--- src/rtl/rr_stream_arb2.sv ---
// Two-channel round-robin stream arbiter with packet lock and a registered output stage.
// The output register's source channel is exported as sel for a downstream 2:1 mux.
module rr_stream_arb2 #(
    parameter int WIDTH = 8
) (
    input  logic             clk,
    input  logic             rst_n,
    input  logic             in0_valid,
    input  logic [WIDTH-1:0] in0_data,
    input  logic             in0_last,
    output logic             in0_ready,
    input  logic             in1_valid,
    input  logic [WIDTH-1:0] in1_data,
    input  logic             in1_last,
    output logic             in1_ready,
    output logic             out_valid,
    output logic [WIDTH-1:0] out_data,
    output logic             out_last,
    input  logic             out_ready,
    output logic             sel
);

    localparam logic [1:0] IDLE  = 2'd0;
    localparam logic [1:0] LOCK0 = 2'd1;
    localparam logic [1:0] LOCK1 = 2'd2;

    logic [1:0]       state;
    logic             prio;
    logic             grant_vld;
    logic             grant_ch;
    logic             reg_free;
    logic             acc_valid;
    logic             acc_last;
    logic [WIDTH-1:0] acc_data;
    logic             accept;

    // Grant is fixed while a packet is in flight; otherwise round-robin on prio.
    always_comb begin
        grant_vld = 1'b0;
        grant_ch  = 1'b0;
        case (state)
            LOCK0: begin
                grant_vld = 1'b1;
                grant_ch  = 1'b0;
            end
            LOCK1: begin
                grant_vld = 1'b1;
                grant_ch  = 1'b1;
            end
            default: begin
                if (in0_valid && in1_valid) begin
                    grant_vld = 1'b1;
                    grant_ch  = prio;
                end else if (in0_valid) begin
                    grant_vld = 1'b1;
                    grant_ch  = 1'b0;
                end else if (in1_valid) begin
                    grant_vld = 1'b1;
                    grant_ch  = 1'b1;
                end
            end
        endcase
    end

    assign reg_free  = !out_valid || out_ready;
    assign in0_ready = grant_vld && !grant_ch && reg_free;
    assign in1_ready = grant_vld &&  grant_ch && reg_free;

    assign acc_valid = grant_ch ? in1_valid : in0_valid;
    assign acc_last  = grant_ch ? in1_last  : in0_last;
    assign acc_data  = grant_ch ? in1_data  : in0_data;
    assign accept    = grant_vld && reg_free && acc_valid;

    always_ff @(posedge clk) begin
        if (!rst_n) begin
            out_valid <= 1'b0;
            out_data  <= '0;
            out_last  <= 1'b0;
            sel       <= 1'b0;
            state     <= IDLE;
            prio      <= 1'b0;
        end else if (accept) begin
            out_valid <= 1'b1;
            out_data  <= acc_data;
            out_last  <= acc_last;
            sel       <= grant_ch;
            if (acc_last) begin
                state <= IDLE;
                prio  <= ~grant_ch;
            end else begin
                state <= grant_ch ? LOCK1 : LOCK0;
            end
        end else if (out_ready) begin
            // Drained with nothing to refill: data/last/sel keep their last values.
            out_valid <= 1'b0;
        end
    end

endmodule

--- config.mk ---
export PLATFORM = sky130hd
export DESIGN_NAME = rr_stream_arb2
export DESIGN_NICKNAME = d
export VERILOG_FILES = /design/src/rtl/rr_stream_arb2.sv
export SDC_FILE = /design/constraint.sdc
export NUM_CORES = 1
export LEC_CHECK = 0
export CAP_MARGIN = 30
export CELL_PAD_IN_SITES_DETAIL_PLACEMENT = 2
export CELL_PAD_IN_SITES_GLOBAL_PLACEMENT = 2
export CORE_MARGIN = 2
export CORE_UTILIZATION = 20
export CTS_CLUSTER_SIZE = 12
export DETAILED_ROUTE_END_ITERATION = 16
export GPL_TIMING_DRIVEN = 0
export PLACE_DENSITY = 0.81
export SKIP_CTS_REPAIR_TIMING = 1
export SLEW_MARGIN = 20
export SYNTH_ARGS = -nofsm -noshare
export SYNTH_HDL_FRONTEND = slang
export SYNTH_SLANG_ARGS = --single-unit
--- constraint.sdc ---
create_clock -name clk -period 1.8 [get_ports clk]
set_input_delay 0.18 -clock clk [delete_from_list [all_inputs] [get_ports clk]]
set_output_delay 0.18 -clock clk [all_outputs]
set_load 0.005 [all_outputs]
==> results of run 1 <==
layout by cell type, fill, tap and decap left out, types with 2 or more instances in the layout:
| cell type | count |
|---|---|
| o21ai_1 | 8 |
| clkdlybuf4s50_1 | 33 |
| nand2_1 | 15 |
| nand2b_1 | 2 |
| buf_6 | 4 |
| clkbuf_2 | 2 |
| or3_1 | 2 |
| nor2_1 | 3 |
| dfxtp_1 | 12 |
| clkbuf_4 | 3 |
| a21oi_1 | 21 |
| dfxtp_2 | 2 |
| o21ai_0 | 2 |
| buf_4 | 6 |
sequential cells by signal, summed over array words and instances (netlist names):
register	cells
out_data	8
out_last	1
out_valid	1
prio	1
sel	1
state	2
through the flow:
stage                     power (W)  hold WS [ns]  instances   TNS, ns
final                     0.0009407        0.4403        176         0
after global routing       0.001004        0.4408        176  -0.08822
after CTS                 0.0009125        0.4349        170    -3.089
after detailed placement  0.0006758        0.4627        166    -2.135
after global placement    0.0006602        0.4420        166   -0.9382
after floorplan           0.0005071        0.2923         85         0
path summary, 6_finish.rpt:
check / end / depth (start not counted)
worst max-delay path: in0_ready / 6
worst min-delay path: out_data[7] / 3
worst max register to register: out_last / 8
worst min register to register: state[0] / 2
metal layers:
metal,global-route usage [%],part of all wire [%]
met2,26.61,55
met4,4.167,0.29
met1,15.41,41
met3,4.685,3.8
met5,0,0
kinds of logic (layout without fill, tap and decap cells):
family                     after synthesis  count (layout)  share of synthesized area [%]
AOI/OAI and AO/OA                       38              38                          34.24
adders and majority gates                1               1                          1.821
buffers and inverters                    7              52                          6.010
DFF                                     14              14                          40.80
muxes                                    1               1                          2.185
and+or+nand+nor                         24              24                          14.94
report_power, final:
part           leakage (nW)  switching [W]  internal [W]
Sequential            0.117      0.0000217      0.000346
Clock                0.0210       0.000109      0.000123
Combinational         0.333       0.000148      0.000193
layout make-up:
cell class                 instances  area, um2  share of cell area, %
multi-input combinational         64      402.9                  32.99
timing repair buffer              41      389.1                  31.86
sequential                        14      282.8                  23.16
tap                               46      57.56                  4.713
buffer                             5      45.04                  3.689
clock buffer                       4      36.28                  2.971
inverter                           2      7.507                 0.6148
worst max-delay path: cells and delay by family:
family | cells | cell delay [ns]
AND/OR/NAND/NOR | 2 | 0.26
AO/OA/AOI/OAI | 1 | 0.30
buffers and inverters | 3 | 0.86
==> results by group, run 1 <==
Timing
  • Period utilisation layout: just under 100%
  • Final Critical Period: ~1.8 ns
  • Slew @ Worst Pin: roughly 0.4 ns
  • Max Slew Vio Count: 0
  • Final Hold Viols: 0
  • Clock skew: slightly below 0.007 ns
  • Setup ws final: roughly 0.012 ns
  • Final Setup Violations: 0
  • Maximum clock frequency: ~560 MHz
  • Max-slew headroom: between 70 and 80%

Synthesis
  • Cell type with the largest total area after synthesis: dfxtp_1
  • Post-synth top area share: between 40% and 50%
  • Synth Instances: 85
  • Top cells by count, synth: 21 x a21oi_1, 15 x nand2_1, 14 x dfxtp_1, 8 x o21ai_1, 4 x nor2_1
  • Synth area leaders: dfxtp_1 41%, a21oi_1 15%, nand2_1 8.2%
  • Yosys synthesis warning count: 0
  • Distinct cells, synth: 22
  • Most frequent cell after synthesis: a21oi_1
  • Synth async-reset ratio: 0%
  • Syn nets: 109
  • Post-synthesis cell area: slightly below 700 um2
  • Ys flop type: dfxtp_1
  • Mean Syn Cell Area: 8.081 um2
  • Flops & latches, synth: 14
  • Post-synth EDFFs: 0
  • Sequential cell area fraction in the yosys report: ~41%

Final layout
  • Diode count: 0
  • Finished Cell Area: 1221 um2
  • Post-layout nets: approximately 160
  • Post-Route Utilization: 36.89%
  • Fillers: roughly 390
  • Area grow syn2layout: 77.78%
  • Share of cells above drive strength 1: about a fifth

Drt
  • WL final: 2798 um
  • Drt drc: 0
  • Drt first pass iters: 2
  • Iteration-0 DRC Markers: 13
  • Vias per cell: approximately 4.5
  • ANT nets after route: 0
  • Per-cell routed wire length: between 15 and 20 um
  • Via count: about 800

Critical path
  • Crit path required time: 1.62 ns
  • Critical-path top delay cell: clkdlybuf4s50_1
  • Worst Setup SP: in0_valid
  • Reg2reg start: state[0]
  • CP Capture Type: output pin
  • Crit path max fanout: 6
  • Internal reg-to-reg setup slack: roughly 0.14 ns
  • Critical path class: in2out
  • Crit-path cells: clkdlybuf4s50_1 -> nand2b_1 -> a31o_1 -> buf_6 -> nor2_1 -> clkbuf_2
  • Critical Path Max Stage Delay: 0.61 ns
  • CP Data Arrival Time: roughly 1.6 ns
  • Startpoint types: input pin

Pwr
  • Pwr Density: 770.3 nW/um2
  • Leakage: 0.4708 nW
  • Highest ir drop seen on vdd: around 0.22 mV

Clock network
  • Clock Sinks: 14
  • Maximum clock insertion buffer count: 2
  • CTS tree: built
  • Clk_lat worst skew: about 0.28 ns
  • Max H-tree Level: 1
  • Clock root cell: clkbuf_4
  • TritonCTS Buffers: 3
  • Reg clk slew, reported paths: around 0.090 ns

GRT
  • Initial antenna violation count: 0
  • First-pass GRT wire length: about 4300 um
  • GRT Total Usage: roughly 14%
  • GRT overflow: 0
  • Largest net degree at the start of global routing: 11
  • Vias in the first global route: a little under 900

Die
  • Cell row count: 21
  • Die Ht: between 60 and 70 um
  • Top Ports: 36
  • Starting Density: 20.75%
  • Die width: approximately 63 um
  • Core footprint: around 3300 um2
  • Die area: 3919 um2

Hold path
  • Hold wc startpoint: in0_data[7]
  • Worst hold-check path type: in2reg

Placement
  • Input/output buffers: 35
  • Area after DPL: ~1100 um2
  • Placement Setup Slack: -0.5066 ns
  • DP HPWL: ~2000 um
  • Placer congestion estimate: roughly 0.85

Status
  • Outcome: complete, no violations

Run
  • Max_cap viols: 0
Power figures use the tool's default switching activity.
==> run 2, diff against run 1 <==
--- a/config.mk
+++ b/config.mk
@@ -14,6 +14,7 @@
 export DETAILED_ROUTE_END_ITERATION = 16
 export GPL_TIMING_DRIVEN = 0
 export PLACE_DENSITY = 0.81
+export SETUP_SLACK_MARGIN = 0.4
 export SKIP_CTS_REPAIR_TIMING = 1
 export SLEW_MARGIN = 20
 export SYNTH_ARGS = -nofsm -noshare
==> results by group, run 2 (synthesized netlist as in run 1, its figures left out) <==
Status
  • Outcome: complete, no violations

Critical path
  • Crit path required time: 1.62 ns (about the same)
  • Startpoint types: register
  • Worst Reg-to-Reg Cells: 7 (-1)
  • Reg2reg start: state[0]
  • Crit-path cells: inv_2 -> ha_4 -> nor2b_4 -> a31o_1 -> buf_6 -> nor2_2 -> buf_2
  • Crit path max fanout: 4 (-2)
  • Critical-path top delay cell: dfxtp_2
  • Internal reg-to-reg setup slack: 0.13 ns (about the same)
  • CP Capture Type: output pin
  • Critical path class: reg2out
  • FF-to-FF End: state[0]
  • Critical Path Max Stage Delay: 0.35 ns (-0.26 ns)
  • CP Data Arrival Time: 1.55 ns (-0.06 ns)

Drt
  • Drt first pass iters: 2 (unchanged)
  • Vias per cell: 4.608 (+1.5%)
  • WL final: 2680 um (-4.2%)
  • ANT nets after route: 0 (unchanged)
  • Via count: 811 (+1.5%)
  • Iteration-0 DRC Markers: 32 (+19)
  • Per-cell routed wire length: 15.23 um (-4.2%)
  • Drt drc: 0 (unchanged)

Placement
  • DP HPWL: 1890 um (-6.3%)
  • Placer congestion estimate: 0.7746 (-8.6%)
  • Input/output buffers: 35 (unchanged)
  • Area after DPL: 1111 um2 (+1.5%)
  • Placement Setup Slack: -0.4280 ns (+0.07859 ns)

Timing
  • Total negative setup slack: 0 ns (unchanged)
  • Slew @ Worst Pin: 0.5455 ns (+0.1355 ns)
  • Fin Hold WS: 0.3663 ns (-0.07405 ns)
  • RSZ-0062 raised after global routing: yes
  • Final Hold Viols: 0 (unchanged)
  • Setup ws final: 0.07183 ns (+0.05968 ns)
  • Clock skew: 0.003203 ns (-0.003593 ns)
  • Maximum clock frequency: 578.6 MHz (+3.5%)
  • Max Slew Vio Count: 0 (unchanged)
  • Final Critical Period: 1.728 ns (-0.05968 ns)
  • Max-slew headroom: 63.63% (-9.0 points)
  • Final Setup Violations: 0 (unchanged)
  • Period utilisation layout: 96.01% (-3.3 points)

Clock network
  • TritonCTS Buffers: 3 (unchanged)
  • Max H-tree Level: 1 (unchanged)
  • CTS tree: built
  • Clock root cell: clkbuf_4
  • Clk_lat worst skew: 0.28 ns (about the same)
  • Reg clk slew, reported paths: 0.09 ns (about the same)
  • Maximum clock insertion buffer count: 2 (unchanged)
  • Clock Sinks: 14 (unchanged)

Hold path
  • Hold-critical path endpoint: sel
  • Worst hold-check path type: in2reg
  • Hold wc startpoint: in0_valid
  • Cell depth of the worst hold path: 4 (+1)

Run
  • Max_cap viols: 0 (unchanged)

Die
  • Starting Density: 20.75% (unchanged)
  • Die width: 62.61 um (unchanged)
  • Die area: 3919 um2 (unchanged)
  • Cell row count: 21 (unchanged)
  • Top Ports: 36 (unchanged)
  • Core footprint: 3311 um2 (unchanged)
  • Die Ht: 62.61 um (unchanged)

Final layout
  • Most frequent cells in the layout: 32 x clkdlybuf4s50_1, 18 x a21oi_1, 15 x nand2_1, 12 x dfxtp_1, 6 x buf_4
  • Biggest regs: out_data: 8 flops, state: 2 flops
  • Share of cells above drive strength 1: 25.38% (+4.6 points)
  • Finished Cell Area: 1264 um2 (+3.5%)
  • Most common cell after layout, fill and taps aside: clkdlybuf4s50_1
  • Max FFs per register: 8 (unchanged)
  • Area grow syn2layout: 83.97%
  • Diode count: 0 (unchanged)
  • Largest Register: out_data
  • Post-layout nets: 155 (unchanged)

GRT
  • Initial antenna violation count: 0 (unchanged)
  • Vias in the first global route: 859 (-4.0%)
  • GRT Total Usage: 13.09% (-1.3 points)
  • Largest net degree at the start of global routing: 11 (unchanged)
  • First-pass GRT wire length: 4098 um (-4.1%)
  • GRT overflow: 0 (unchanged)

Pwr
  • Leakage: 0.5012 nW (+6.5%)
  • Highest ir drop seen on vdd: 0.2516 mV (+16%)
  • Pwr Density: 757.4 nW/um2 (-1.7%)
## run 2: changes by cell type in the layout (fill, tap and decap cells not counted), moves of 2 or more
| cell | change |
|---|---|
| o21ai_1 | -3 |
| a21oi_1 | -3 |
| a21oi_2 | +3 |
| clkbuf_2 | -2 |
| o21ai_2 | +3 |
| dlymetal6s2s_1 | +2 |
## run 2: how the worst max path moves through the flow
stage,start,to,slack (ns),cells after the start
3_3_place_gp,in0_valid,in0_ready,-0.39,6
3_5_place_dp,in0_valid,in0_ready,-0.43,6
5_1_grt,state[0],in0_ready,0.02,7
6_report,state[0],in0_ready,0.07,7
2_1_floorplan,state[0],out_data[2],0.37,7
4_1_cts,state[0],in0_ready,-0.52,7
## run 2: layout make-up
class,instances,area (um2)
fillers,391,2047
multi-input cells,64,431.7
repair buffers,41,395.4
flip-flops and latches,14,282.8
well taps,46,57.56
plain buffers,5,52.55
clock buffers,4,36.28
inverters,2,7.507
## run 2: power by group
part,internal [W],total [W],switching [W]
clock network,0.000123,0.000231,0.000108
logic,0.000202,0.000359,0.000157
registers,0.000346,0.000367,0.0000218
total,0.000671,0.000957,0.000286
## run 2: critical path: cells and delay by family, from the launching register on
kind            cells  cell delay (ns)
fa+ha+maj           1             0.29
simple gates        2             0.11
flops               1             0.35
compound gates      1             0.22
buf+inv             3             0.29
## run 2: metrics by stage
| step | util (%) | instances | power [W] |
|---|---|---|---|
| 6_report | 38.17 | 176 | 0.0009571 |
| 5_1_grt | 38.17 | 176 | 0.001018 |
| 4_1_cts | 34.66 | 170 | 0.0009167 |
| 3_5_place_dp | 33.56 | 166 | 0.0006808 |
| 3_3_place_gp | 33.56 | 166 | 0.0006680 |
| 2_1_floorplan | - | 85 | 0.0005134 |
## run 2: per-layer routing
layer | wire length, um | track usage (%) | vias up
met1 | 1136 | 16.57 | 390
met4 | 47 | 5.000 | 0
li1 | - | - | 393
met5 | 0 | 0 | -
met3 | 113 | 2.523 | 4
met2 | 1382 | 21.91 | 24
